### config.mk
export PLATFORM = sky130hd
export DESIGN_NAME = led_trail_pwm
export DESIGN_NICKNAME = d
export VERILOG_FILES = /design/src/rtl/led_pkg.sv /design/src/rtl/led_pwm_channel.sv /design/src/rtl/led_trail_pwm.sv
export SDC_FILE = /design/constraint.sdc
export NUM_CORES = 1
export LEC_CHECK = 0
export CORE_MARGIN = 2
export CORE_UTILIZATION = 63
export DETAILED_ROUTE_END_ITERATION = 10
export DONT_BUFFER_PORTS = 1
export PLACE_DENSITY = 0.77
export SETUP_SLACK_MARGIN = 0.5
export SLEW_MARGIN = 20
export SYNTH_ARGS = -nofsm -noshare
export SYNTH_HDL_FRONTEND = slang
export SYNTH_SLANG_ARGS = --single-unit
### constraint.sdc
create_clock -name clk -period 2.8 [get_ports clk]
set_clock_uncertainty 0.1 [all_clocks]
set_input_delay 0.56 -clock clk [delete_from_list [all_inputs] [get_ports clk]]
set_output_delay 0.56 -clock clk [all_outputs]
set_load 0.01 [all_outputs]
### src/rtl/led_pkg.sv
// Shared defaults and types for the LED comet-tail PWM driver.
package led_pkg;

  localparam int N_LEDS   = 4;
  localparam int PWM_BITS = 8;

  typedef logic [PWM_BITS-1:0] bright_t;

  localparam bright_t BRIGHT_MAX = '1;

endpackage

### src/rtl/led_pwm_channel.sv
// One LED channel: brightness with saturating decay, frame-boundary duty shadow,
// PWM compare and registered pin drive.
module led_pwm_channel #(
  parameter int PWM_BITS   = led_pkg::PWM_BITS,
  parameter int DECAY_STEP = 16
) (
  input  logic                clk,
  input  logic                rst,
  input  logic                enable,
  input  logic                pattern_bit,
  input  logic                decay_tick,
  input  logic                frame_end,
  input  logic [PWM_BITS-1:0] pwm_cnt,
  output logic                led
);

  localparam logic [PWM_BITS-1:0] FULL_SCALE = '1;
  localparam logic [PWM_BITS:0]   STEP       = (PWM_BITS+1)'(DECAY_STEP);

  logic [PWM_BITS-1:0] bright_reg;
  logic [PWM_BITS-1:0] bright_next;
  logic [PWM_BITS-1:0] duty_reg;
  logic [PWM_BITS:0]   decay_diff;

  // One extra bit so a borrow clamps to zero instead of wrapping to a bright value.
  assign decay_diff = {1'b0, bright_reg} - STEP;

  always_comb begin
    bright_next = bright_reg;
    if (!enable) begin
      bright_next = '0;
    end else if (pattern_bit) begin
      bright_next = FULL_SCALE;
    end else if (decay_tick) begin
      bright_next = decay_diff[PWM_BITS] ? '0 : decay_diff[PWM_BITS-1:0];
    end
  end

  always_ff @(posedge clk or posedge rst) begin
    if (rst) begin
      bright_reg <= '0;
      duty_reg   <= '0;
      led        <= 1'b0;
    end else begin
      bright_reg <= bright_next;
      if (frame_end) begin
        duty_reg <= bright_reg;
      end
      led <= enable & (pwm_cnt < duty_reg);
    end
  end

endmodule

### src/rtl/led_trail_pwm.sv
// Comet-tail LED driver: turns the rotator's one-hot pattern into per-LED PWM that
// lights fully on request and then fades out in fixed steps.
module led_trail_pwm #(
  parameter int N_LEDS     = led_pkg::N_LEDS,
  parameter int PWM_BITS   = led_pkg::PWM_BITS,
  parameter int DECAY_DIV  = 120000,
  parameter int DECAY_STEP = 16
) (
  input  logic              clk,
  input  logic              rst,
  input  logic              enable,
  input  logic [N_LEDS-1:0] pattern_in,
  output logic [N_LEDS-1:0] led_out,
  output logic              frame_start
);

  localparam int                PRE_W    = $clog2(DECAY_DIV);
  localparam logic [PRE_W-1:0]  PRE_LAST = PRE_W'(DECAY_DIV - 1);
  localparam logic [PWM_BITS-1:0] CNT_LAST = '1;

  logic [PWM_BITS-1:0] pwm_cnt_reg;
  logic [PRE_W-1:0]    prescaler_reg;
  logic [N_LEDS-1:0]   pattern_q_reg;
  logic                decay_tick;
  logic                frame_end;

  assign decay_tick = (prescaler_reg == PRE_LAST);
  assign frame_end  = (pwm_cnt_reg == CNT_LAST);

  // Prescaler keeps running while disabled so fade timing stays on a fixed grid.
  always_ff @(posedge clk or posedge rst) begin
    if (rst) begin
      pwm_cnt_reg   <= '0;
      prescaler_reg <= '0;
      pattern_q_reg <= '0;
      frame_start   <= 1'b0;
    end else begin
      pwm_cnt_reg   <= pwm_cnt_reg + 1'b1;
      prescaler_reg <= decay_tick ? '0 : prescaler_reg + 1'b1;
      pattern_q_reg <= pattern_in;
      frame_start   <= (pwm_cnt_reg == '0);
    end
  end

  generate
    for (genvar gi = 0; gi < N_LEDS; gi++) begin : g_chan
      led_pwm_channel #(
        .PWM_BITS   (PWM_BITS),
        .DECAY_STEP (DECAY_STEP)
      ) u_chan (
        .clk         (clk),
        .rst         (rst),
        .enable      (enable),
        .pattern_bit (pattern_q_reg[gi]),
        .decay_tick  (decay_tick),
        .frame_end   (frame_end),
        .pwm_cnt     (pwm_cnt_reg),
        .led         (led_out[gi])
      );
    end
  endgenerate

endmodule

# Word level (Yosys, flattened, before mapping)
# Cells that the tools add are included.
[totals]
reg_bits = 98
in_bits = 7
out_inout_bits = 5
elab_cells = 54
[classes]
addsub = 6
n_lt_le_gt_ge = 4
eq_ne = 6
muxes = 17
n_bitwise = 4
n_reduce_logical = 1
[ops]
columns = ["op", "count"]
rows = [
  ["$mux W8", 16],
  ["$sub A8 B5 Y9 const B", 4],
  ["$lt A8 B8 Y1", 4],
  ["$add A17 B1 Y17 const B", 1],
  ["$eq A17 B17 Y1 const B", 1],
  ["$mux W17", 1],
  ["$ne A3 B1 Y1 const B", 4],
  ["$add A8 B1 Y8 const B", 1],
  ["$eq A8 B8 Y1 const B", 1],
  ["$logic_not A8 Y1", 1],
  ["$and A1 B1 Y1", 4],
]

# Logic depth before layout (Yosys ltp)
# Gate-level depths: netlist (run 1).
[logic_depth]
word_depth = 5
ltp_mapped = 8

# By module
# A second synthesis (run 1) with hierarchy kept.
[unflattened]
hier_cells = 379
area_unflattened_um2 = 3761.1
[by_module_without_submodules]
columns = ["module", "instances", "cells_per_inst", "area_each_um2"]
rows = [
  ["led_pwm_channel", 4, 67, 621.8],
  ["led_trail_pwm", 1, 111, 1273.7],
]

# Worst setup path before layout (run 1)
# No wires, ideal clock.
[synth_timing]
path_kind = "reg-to-reg"
startpoint = "reg prescaler_reg[0]"
endpoint = "reg g_chan[2].u_chan.bright_reg[6]"
setup_time_ns = 0.120
t_arrival_ns = 1.842
required_time_ns = 2.580
path_slack_ns = 0.738
stages_incl_launch_ff = 8
n_path_buf = 1
period_less_slack_ns = 2.062
path_cell_list = "dfrtp_1 > ha_1 > nand2_2 > or4b_1 > nor4_2 > buf_6 > nand4_1 > and3_1"
[synth_via]
elab_chain_cells = 2
[synth_lines]
columns = ["item", "line", "text"]
rows = [
  ["start, declared", "led_trail_pwm.sv:22", "logic [PRE_W-1:0] prescaler_reg;"],
  ["start signal, assigned", "led_trail_pwm.sv:39", "prescaler_reg <= decay_tick ? '0 : prescaler_reg + 1'b1;"],
  ["$eq A17 B17 Y1", "led_trail_pwm.sv:27", "assign decay_tick = (prescaler_reg == PRE_LAST);"],
  ["$ne A3 B1 Y1 (no source line)", "-", ""],
  ["end signal, assigned", "led_pwm_channel.sv:45", "bright_reg <= bright_next;"],
  ["end, declared", "led_pwm_channel.sv:20", "logic [PWM_BITS-1:0] bright_reg;"],
]
# Every way passes these cells.
# A chain may end at the register's enable or synchronous reset.

# Worst setup path in the final report (run 1)
[layout_timing]
startpoint = "reg prescaler_reg[2]"
endpoint = "reg g_chan[1].u_chan.bright_reg[7]"
[layout_via]
elab_chain_cells = 2
[layout_lines]
columns = ["item", "line"]
rows = [
  ["$eq A17 B17 Y1", "led_trail_pwm.sv:27"],
  ["$ne A3 B1 Y1 (no source line)", "-"],
  ["end signal, assigned", "led_pwm_channel.sv:45"],
  ["end, declared", "led_pwm_channel.sv:20"],
]
# Every way passes these cells.

==> results.json, run 1 <==
{
  "max-cap-violations": 0,
  "clk_latency_ns": 0.34,
  "n_antenna_cell": 0,
  "p_leak_nw": 1.90,
  "synth_area_leaders": "dfrtp_1 (48%), ha_1 (11%), o21ai_0 (4.4%), inv_1 (3.5%), nand2_1 (3.5%)",
  "grt_first_pass_wirelength_um": 12400,
  "ys_seq_area_share_pct": 48.0,
  "cp-startpoint": "prescaler_reg[2]",
  "holdWs_ns": 0.0734,
  "die_x_um": 82.2,
  "gp_congestion": 0.845,
  "cellPowerDensity_mw_per_mm2": 501,
  "port_buffers": 0,
  "ys_warn_count": 0,
  "tns_ns": 0,
  "synth_nets": 429,
  "ir_drop_v": 0.000335,
  "cts_num_sinks": 74,
  "reg2reg_from": "prescaler_reg[2]",
  "wl_um": 7460,
  "max-slew-margin-rel_pct": 54.9,
  "rows": 28,
  "drc": 0,
  "slowest_stage": "or4_1",
  "core-area_mm2": 0.00592,
  "die_h_um": 82.2,
  "die_area_mm2": 0.00676,
  "vias_per_cell": 5.90,
  "endpoint": "g_chan[1].u_chan.bright_reg[7]",
  "io_pins": 12,
  "outcome": "finished, final reports clean",
  "synth.distinct_cells": 38,
  "drive_above_1_share_pct": 8.33,
  "grt_start_max_net_pins": 41,
  "layout_common_cells": "dfrtp_1 (74), nand2_1 (36), inv_1 (35)",
  "netlist_area_mm2": 0.00386,
  "cts_max_path_buffers": 2,
  "rsz0062_at_grt": "false",
  "synth_top_flop_cell": "dfrtp_1",
  "netlist.area_leader.share_pct": 48.0,
  "vias": 2780,
  "ant_nets": 0,
  "startpoint_type": "flip-flop",
  "grt_overflow_total": 0,
  "cts_buffers": 9,
  "fmax_ghz": 0.473,
  "crit_type": "reg -> reg",
  "post-route-util_pct": 70.4,
  "fin_crit_ns": 2.11,
  "cts_tree": "built",
  "grt_pass1_vias": 2579,
  "antenna_found_initial": 0,
  "place_ws_ns": 0.444,
  "wl_per_cell_um": 15.8,
  "num-nets-final": 433,
  "ys_async_sr_fraction_pct": 100,
  "ys_ff_latch": 74,
  "synth.avg_cell_area_um2": 9.96,
  "required_ns": 2.95,
  "cts.htree.levels": 3,
  "final-hold-violation-count": 0,
  "hp-class": "in -> async",
  "drt_pass1_iterations": 5,
  "worst_setup_path_end_kind": "flip-flop",
  "drt_iter0_drc": 193,
  "final_common_cell": "dfrtp_1",
  "grt_usage_pct": 24.4,
  "setup_viol": 0,
  "synth_cells": 387,
  "reg2reg_slack_ns": 0.69,
  "syn_to_final_growth_pct": 8.14,
  "cp_max_fo": 13,
  "synth-edff-count": 0,
  "reg2regPathDepth": 5,
  "reg2reg_to": "g_chan[1].u_chan.bright_reg[7]",
  "synth_top_cell_by_area": "dfrtp_1",
  "clk_pin_slew_ns": 0.08,
  "finalCritPeriodShare_pct": 75.5,
  "slowest_delay_ns": 0.53,
  "final_max_slew_viol_count": 0,
  "hpwl_um": 4920,
  "worstPathCellList": "nand3_2 > nor3_4 > nand4_4 > or4_1 > a31oi_1",
  "initial_utilization_pct": 65.1,
  "fin_ws_ns": 0.686,
  "arrival_ns": 2.27,
  "worst-slew-pin-transition_ns": 0.675,
  "cts_root_buf": "clkbuf_8"
}
==> worst min-delay path by stage <==
stage	slack (ns)	to
2_1_floorplan	0.34	g_chan[0].u_chan.duty_reg[3]
3_3_place_gp	0.39	prescaler_reg[0]
3_5_place_dp	0.40	prescaler_reg[4]
4_1_cts	0.08	g_chan[2].u_chan.bright_reg[2]
5_1_grt	0.12	g_chan[2].u_chan.bright_reg[2]
6_report	0.07	g_chan[2].u_chan.bright_reg[2]
==> routing by layer <==
layer  vias up  routed length (um)  GRT usage [%]
met5         -                   0              0
met4         0                 133           10.8
met3        11                 304           3.80
met2        74                3360           35.7
met1      1332                3660           35.7
li1       1363                   -              -
==> layout make-up <==
cell class	count	area, um2
clock inverters	5	78.8
flip-flops and latches	74	1850
well taps	75	93.8
repair buffers	6	46.3
fillers	426	1750
inverters	36	139
clock buffers	11	131
multi-input cells	264	1830
==> critical path, delay by kind of cell (launching register included) <==
| family | cells | cell delay (ns) |
|---|---|---|
| simple gates | 4 | 1.29 |
| compound gates | 1 | 0.18 |
| flops | 1 | 0.45 |
==> timing repair <==
action | CTS | global route
pin swaps | 0 | 1
buffers inserted | 0 | 1
setup endpoints to repair | 4 | 16
hold buffers | 0 | 0
gates resized for setup | 1 | 5
cloned | 0 | 2
==> power breakdown <==
group	internal, mW	switching, mW
logic	0.0289	0.0531
clock network	0.501	0.389
registers	1.09	0.0279
total	1.62	0.470
==> cells by family (layout without fill, tap and decap cells) <==
kind of cell	after synthesis	count (layout)	synth area share [%]
AND/OR/NAND/NOR	131	132	18.3
AO/OA/AOI/OAI	76	76	11.8
flip-flops	74	74	48.0
buffers and inverters	50	58	5.74
adder cells (fa/ha/maj)	35	35	11.4
XOR/XNOR	21	21	4.77
==> Yosys cell counts, types with 2 or more instances <==
cell type and number:
nand2_1 36, a21o_1 2, ha_1 35, or3_1 12, o21ai_0 34, buf_4 5
a31oi_1 20, nor3b_1 6, nand3_1 12, clkbuf_1 7, a2111o_1 4, nor2b_1 6
inv_1 36, nor2_1 26, xor2_1 12, and3_1 9, dfrtp_1 74, nand4_1 5
xnor2_1 9, a21boi_0 4, a21oi_1 10, or4_1 4, nand3b_1 3, buf_6 2
==> metrics by stage <==
step	power, mW	cell area [um2]	instances
2_1_floorplan	1.19	3860	387
4_1_cts	2.10	4120	468
3_5_place_dp	1.22	3900	452
6_report	2.09	4170	471
5_1_grt	2.17	4170	471
3_3_place_gp	1.22	3900	452
Note: power is estimated with default switching activity, not from simulation.
==> run 2: changes to the inputs <==
==> constraint.sdc (replaced) <==
create_clock -name clk -period 1.95 [get_ports clk]
set_clock_uncertainty 0.1 [all_clocks]
set_input_delay 0.39 -clock clk [delete_from_list [all_inputs] [get_ports clk]]
set_output_delay 0.39 -clock clk [all_outputs]
set_load 0.01 [all_outputs]
==> run 2 against run 1 <==
Net effect: the flow now finishes with violations (negative setup slack); maximum frequency rose by 5.0%; critical path type unchanged; count of clock-buffer cells in the layout did not move; highest routed layer unchanged; core utilization is 22 points higher; routed wire length rose by 79%; via count increased by 28%; hold slack got worse by 0.013 ns; sequential cell count did not move; total power rose by 50%; sequential share of layout area shrank 10 points; sequential power grew 45%.
==> results.json, run 2 (same netlist as run 1, synthesis figures left out) <==
{
  "syn_to_final_growth_pct": 41.3,
  "io_pins": 12,
  "reg2reg_to": "g_chan[3].u_chan.bright_reg[6]",
  "drt_iter0_drc": 294,
  "wl_um": 13300,
  "clk_pin_slew_ns": 0.08,
  "core-area_mm2": 0.00592,
  "p_sw_uw": 762,
  "ant_nets": 0,
  "vias_per_cell": 6.65,
  "swShare_pct": 24.3,
  "holdWs_ns": 0.0609,
  "pwr-share-comb_pct": 4.8,
  "ir_drop_v": 0.000558,
  "cp-startpoint": "prescaler_reg[0]",
  "die_x_um": 82.2,
  "setup_viol": 7,
  "n_antenna_cell": 0,
  "fin_cells": 536,
  "final_max_slew_viol_count": 0,
  "drive_above_1_share_pct": 38.6,
  "vias": 3565,
  "cts_root_buf": "clkbuf_8",
  "p_seq_share_pct": 51.6,
  "port_buffers": 0,
  "outcome": "complete, but fails checks",
  "met3_usage_pct": 6.30,
  "fin_crit_ns": 2.01,
  "clk_latency_ns": 0.35,
  "violations": "negative setup slack",
  "hold_path_end": "g_chan[0].u_chan.bright_reg[6]",
  "worst-slew-pin-transition_ns": 0.649,
  "holdPathStages": 1,
  "die_h_um": 82.2,
  "antenna_found_initial": 0,
  "cts_tree": "built",
  "power_mw": 3.14,
  "dp_cells": 466,
  "layout_common_cells": "dfrtp_1 (66), inv_1 (34), buf_4 (34)",
  "initial_utilization_pct": 65.1,
  "arrival_ns": 2.20,
  "grt.met2_usage_pct": 60.9,
  "fin_ws_ns": -0.0622,
  "cts.htree.levels": 3,
  "grt_pass1_vias": 3379,
  "hpwl_um": 5410,
  "cts_max_path_buffers": 2,
  "p_int_mw": 2.38,
  "num-nets-final": 498,
  "final_common_cell": "dfrtp_1",
  "cellPowerDensity_mw_per_mm2": 576,
  "rsz0062_at_grt": "true",
  "top_usage_layer": "met2",
  "startpoint_type": "flip-flop",
  "grt_overflow_total": 0,
  "p_leak_nw": 2.46,
  "worst_setup_path_end_kind": "flip-flop",
  "fmax_ghz": 0.497,
  "drc": 0,
  "max-slew-margin-rel_pct": 56.7,
  "wl_per_cell_um": 24.9,
  "use_met1_pct": 40.0,
  "drt_pass1_iterations": 5,
  "pwr-share-clk_pct": 43.6,
  "grt_usage_pct": 34.6,
  "cp_max_fo": 5,
  "max-cap-violations": 0,
  "gp_congestion": 0.779,
  "cts_num_sinks": 74,
  "die_area_mm2": 0.00676,
  "rows": 28,
  "grt_first_pass_wirelength_um": 17100,
  "hp-class": "in -> reg",
  "final-hold-violation-count": 0,
  "crit_type": "reg -> reg",
  "holdCritStartpoint": "enable",
  "reg2reg_from": "prescaler_reg[0]",
  "reg2regPathDepth": 7,
  "grt_start_max_net_pins": 28,
  "required_ns": 2.14,
  "finalCritPeriodShare_pct": 103,
  "cts_buffers": 9,
  "reg2reg_slack_ns": -0.06
}
-- run 2: through the flow --
stage / worst slack [ns] / utilization, % / cell area (um2) / TNS, ns
2_1_floorplan: -0.0368 / - / 3890 / -0.0368
3_3_place_gp: 0.0285 / 68.6 / 4060 / 0
6_report: -0.0622 / 92.1 / 5450 / -0.273
5_1_grt: -0.126 / 92.1 / 5450 / -1.65
3_5_place_dp: -0.00679 / 68.6 / 4060 / -0.00679
4_1_cts: -0.00620 / 86.1 / 5100 / -0.00620
-- run 2: timing repair --
| item | in CTS | in global routing |
|---|---|---|
| gates cloned | 7 | 1 |
| setup buffers | 21 | 20 |
| resized for setup | 109 | 46 |
| pin swaps | 24 | 19 |
| hold buffers | 5 | 0 |
| hold endpoints to repair | 27 | 0 |
| endpoints found under the setup margin | 58 | 61 |
-- run 2: layout make-up --
class | instances | area [um2]
clock buffer | 11 | 141
clock inverter | 5 | 77.6
fill | 180 | 470
inverter | 36 | 141
multi-input combinational | 263 | 2280
sequential | 74 | 1860
tap | 75 | 93.8
timing repair buffer | 72 | 858
-- run 2: how the worst max path moves through the flow --
stage                                     endpoint  slack, ns
floorplan           g_chan[2].u_chan.bright_reg[6]      -0.04
global placement    g_chan[2].u_chan.bright_reg[6]       0.03
detailed placement  g_chan[2].u_chan.bright_reg[6]     -0.007
CTS                 g_chan[2].u_chan.bright_reg[6]     -0.006
global route        g_chan[3].u_chan.bright_reg[6]      -0.13
finish              g_chan[3].u_chan.bright_reg[6]      -0.06
-- run 2: power groups by stage --
| stage | Combinational (mW) | Clock [mW] | Sequential, mW |
|---|---|---|---|
| CTS | 0.139 | 1.32 | 1.61 |
| global placement | 0.124 | 0 | 1.63 |
| global route | 0.170 | 1.42 | 1.62 |
| detailed placement | 0.129 | 0 | 1.63 |
| floorplan | 0.0943 | 0 | 1.62 |
| finish | 0.152 | 1.37 | 1.62 |
-- run 2: worst max-delay path: stages (launching register included) --
cell and delay, ns:
dfrtp_1 0.36, ha_2 0.19, nand2_2 0.07, or4b_4 0.50
nor4_4 0.24, buf_6 0.17, a311o_2 0.16, and3_1 0.17
-- run 2: layer usage --
layer / vias to the layer above / wire [um]
met3: 97 / 1090
met4: 0 / 888
met2: 241 / 6610
met1: 1735 / 4740
met5: - / 0
li1: 1492 / -
==> run 3: changes to the inputs <==
--- a/config.mk
+++ b/config.mk
@@ -10,8 +10,8 @@
 export DETAILED_ROUTE_END_ITERATION = 10
 export DONT_BUFFER_PORTS = 1
 export PLACE_DENSITY = 0.77
+export REMOVE_ABC_BUFFERS = 1
 export SETUP_SLACK_MARGIN = 0.5
-export SLEW_MARGIN = 20
 export SYNTH_ARGS = -nofsm -noshare
 export SYNTH_HDL_FRONTEND = slang
 export SYNTH_SLANG_ARGS = --single-unit
==> run 3 against run 2 <==
Net effect: the flow now stops in global routing (5_1_grt); synthesized cell count unchanged; area after synthesis unchanged.
==> results.json, run 3 <==
{
  "grt_start_max_net_pins": 75,
  "place_ws_ns": -0.0758,
  "hpwl_um": 5070,
  "cts.htree.levels": 3,
  "outcome": "stopped before the end",
  "synthMuxAreaShare_pct": 0,
  "synth.distinct_cells": 38,
  "ys_ff_latch": 74,
  "worst_endpoint": "g_chan[1].u_chan.bright_reg[4]$_DFFE_PP0P_/D",
  "io_pins": 12,
  "synth_top_family_by_area": "simple AND/OR/NAND/NOR gates",
  "synth_top_flop_cell": "dfrtp_1",
  "netlist_area_mm2": 0.00386,
  "die_x_um": 82.2,
  "synth_cells": 387,
  "synth_compound_area_share_pct": 11.8,
  "initial_utilization_pct": 65.1,
  "synth.avg_cell_area_um2": 9.96,
  "gp_congestion": 0.805,
  "cts_root_buf": "clkbuf_8",
  "firstError": "[ERROR DPL-0033] detailed placement checks failed during check placement.",
  "antenna_found_initial": 1,
  "cts_buffers": 9,
  "ys_seq_area_share_pct": 48.0,
  "synth_area_leaders": "dfrtp_1 (48%), ha_1 (11%), o21ai_0 (4.4%), inv_1 (3.5%), nand2_1 (3.5%)",
  "synthTopCellsByCount": "dfrtp_1 (74), inv_1 (36), nand2_1 (36)",
  "netlist.area_leader.share_pct": 48.0,
  "haltStage": "global routing (5_1_grt)",
  "placed_cell_area_mm2": 0.00406,
  "ys_warn_count": 0,
  "ys_async_sr_fraction_pct": 100,
  "synth-edff-count": 0,
  "synth.most_common_cell": "dfrtp_1",
  "port_buffers": 0,
  "synth_fa_ha_area_share_pct": 11.4,
  "rows": 28,
  "cts_num_sinks": 74,
  "synthXorXnorAreaFrac_pct": 4.77,
  "endpoint_type": "register data pin",
  "synth_top_cell_by_area": "dfrtp_1",
  "die_h_um": 82.2,
  "synthSimpleGateAreaFrac_pct": 18.3,
  "cts_max_path_buffers": 2
}
## run 3: per-stage QoR
step,std cells,setup TNS (ns),util (%)
floorplan,373,-47.89,-
global placement,468,-0.0254,68.6
detailed placement,468,-0.278,68.6
CTS,521,-0.351,87.2
## run 3: logic make-up after synthesis
logic type | after synthesis
AND/OR/NAND/NOR | 131
AO/OA/AOI/OAI | 76
flip-flops | 74
buffers and inverters | 50
adder cells (fa/ha/maj) | 35
XOR/XNOR | 21
## run 3: repair_timing
action | in CTS
buffers inserted | 23
setup endpoints to repair | 57
hold buffers | 5
resized for setup | 110
hold endpoints to repair | 78
pin swaps | 29
gates cloned | 9
==> run 4: changes to the inputs <==
--- a/config.mk
+++ b/config.mk
@@ -6,12 +6,11 @@
 export NUM_CORES = 1
 export LEC_CHECK = 0
 export CORE_MARGIN = 2
-export CORE_UTILIZATION = 63
+export CORE_UTILIZATION = 40
 export DETAILED_ROUTE_END_ITERATION = 10
 export DONT_BUFFER_PORTS = 1
-export PLACE_DENSITY = 0.77
+export PLACE_DENSITY_LB_ADDON = 0.15
 export REMOVE_ABC_BUFFERS = 1
-export SETUP_SLACK_MARGIN = 0.5
 export SYNTH_ARGS = -nofsm -noshare
 export SYNTH_HDL_FRONTEND = slang
 export SYNTH_SLANG_ARGS = --single-unit
==> run 4 against run 3 <==
Net effect: the flow now finishes, with violations (negative setup slack).
==> results.json, run 4 (same netlist as run 1, synthesis figures left out) <==
{
  "outcome": "complete, but fails checks",
  "violations": "negative setup slack",
  "syn_to_final_growth_pct": 18.3,
  "hpwl_um": 5220,
  "fin_crit_ns": 1.97,
  "n_antenna_cell": 0,
  "placed_cell_area_mm2": 0.00415,
  "p_leak_nw": 2.05,
  "holdCritStartpoint": "enable",
  "cts_max_path_buffers": 2,
  "place_ws_ns": -0.0267,
  "dp_cells": 524,
  "die_x_um": 102,
  "power_mw": 2.98,
  "num-nets-final": 458,
  "path_buf_inv": 1,
  "cts_tree": "built",
  "required_ns": 2.10,
  "reg2reg_from": "prescaler_reg[0]",
  "startpoint_type": "flip-flop",
  "setup_viol": 1,
  "cp_max_fo": 5,
  "grt_pass1_vias": 2752,
  "grt_usage_pct": 16.5,
  "max-cap-violations": 0,
  "fmax_ghz": 0.509,
  "rows": 35,
  "cp-startpoint": "prescaler_reg[0]",
  "vias_per_cell": 5.17,
  "fin_ws_ns": -0.0160,
  "core-area_mm2": 0.00928,
  "fin_cells": 550,
  "gp_congestion": 0.724,
  "drt_iter0_drc": 118,
  "grt_first_pass_wirelength_um": 13300,
  "cellPowerDensity_mw_per_mm2": 653,
  "cp_top_family": "simple AND/OR/NAND/NOR gates",
  "initial_utilization_pct": 41.5,
  "grt_start_max_net_pins": 75,
  "regArea_mm2": 0.00185,
  "cts.htree.levels": 3,
  "crit_type": "reg -> reg",
  "slowest_delay_ns": 0.50,
  "clk_latency_ns": 0.36,
  "ant_nets": 0,
  "post-route-util_pct": 49.1,
  "die_area_mm2": 0.0104,
  "drive_above_1_share_pct": 14.3,
  "final_max_slew_viol_count": 0,
  "port_buffers": 0,
  "cts_buffers": 9,
  "cp_num_cells": 7,
  "io_pins": 12,
  "cts_root_buf": "clkbuf_8",
  "die_h_um": 102,
  "worst_setup_path_end_kind": "flip-flop",
  "wl_per_cell_um": 14.4,
  "antenna_found_initial": 0,
  "finalInstanceArea_mm2": 0.00456,
  "final_common_cell": "dfrtp_1",
  "grt_overflow_total": 0,
  "arrival_ns": 2.11,
  "slowest_stage": "or4b_4",
  "layout_common_cells": "dfrtp_1 (73), nand2_1 (36), inv_1 (35)",
  "holdPathStages": 1,
  "n_fill_cell": 904,
  "holdWs_ns": 0.0531,
  "finalCritPeriodShare_pct": 101,
  "hp-class": "in -> reg",
  "vias": 2843,
  "clk_pin_slew_ns": 0.08,
  "cts_num_sinks": 74,
  "wl_um": 7940,
  "ir_drop_v": 0.000343,
  "final-hold-violation-count": 0,
  "tns_ns": -0.0160,
  "worst-slew-pin-transition_ns": 0.589,
  "max-slew-margin-rel_pct": 60.7,
  "multi_input_area_mm2": 0.00187,
  "drt_pass1_iterations": 4,
  "worstPathCellList": "ha_4 > nand2_4 > or4b_4 > nor4_4 > buf_4 > nand4_1 > and3_1",
  "rsz0062_at_grt": "true",
  "reg2regPathDepth": 7,
  "drc": 0
}
## run 4: report_power, final
group	switching [mW]	internal, mW
clock network	0.615	0.625
logic	0.0838	0.0523
registers	0.0374	1.57
total	0.736	2.24
## run 4: worst reg2reg max path: stages (launching register included)
cell	delay [ns]
dfrtp_1	0.40
ha_4	0.16
nand2_4	0.06
or4b_4	0.50
nor4_4	0.17
buf_4	0.19
nand4_1	0.10
and3_1	0.19
## run 4: final cells by class
type / instances / area share [%]
well taps: 129 / 3.54
clock buffers: 10 / 3.02
multi-input cells: 263 / 41.0
flip-flops and latches: 74 / 40.6
clock inverters: 6 / 1.45
repair buffers: 32 / 7.38
inverters: 36 / 2.99
## run 4: per-layer routing
layer  part of all wire (%)  vias to the layer above  global-route usage [%]
li1                       -                     1412                       -
met1                     49                     1396                    22.8
met2                     48                       26                    25.8
met3                    2.0                        9                    3.56
met4                    1.1                        0                    5.74
met5                      0                        -                       0
## run 4: worst paths after layout
kind / to / slack (ns)
max: g_chan[3].u_chan.bright_reg[6] / -0.02
min: g_chan[1].u_chan.bright_reg[6] / 0.05
max reg2reg: g_chan[3].u_chan.bright_reg[6] / -0.02
min reg2reg: prescaler_reg[4] / 0.41
max in group asynchronous: prescaler_reg[13] / 0.96
min in group asynchronous: prescaler_reg[0] / 0.46
## run 4: repair_timing
item / CTS / global route
endpoints found under the hold margin: 78 / 0
gates resized for setup: 2 / 12
pin swaps: 0 / 10
setup endpoints to repair: 4 / 27
cloned: 0 / 2
hold buffers: 5 / 0
buffers inserted: 1 / 2
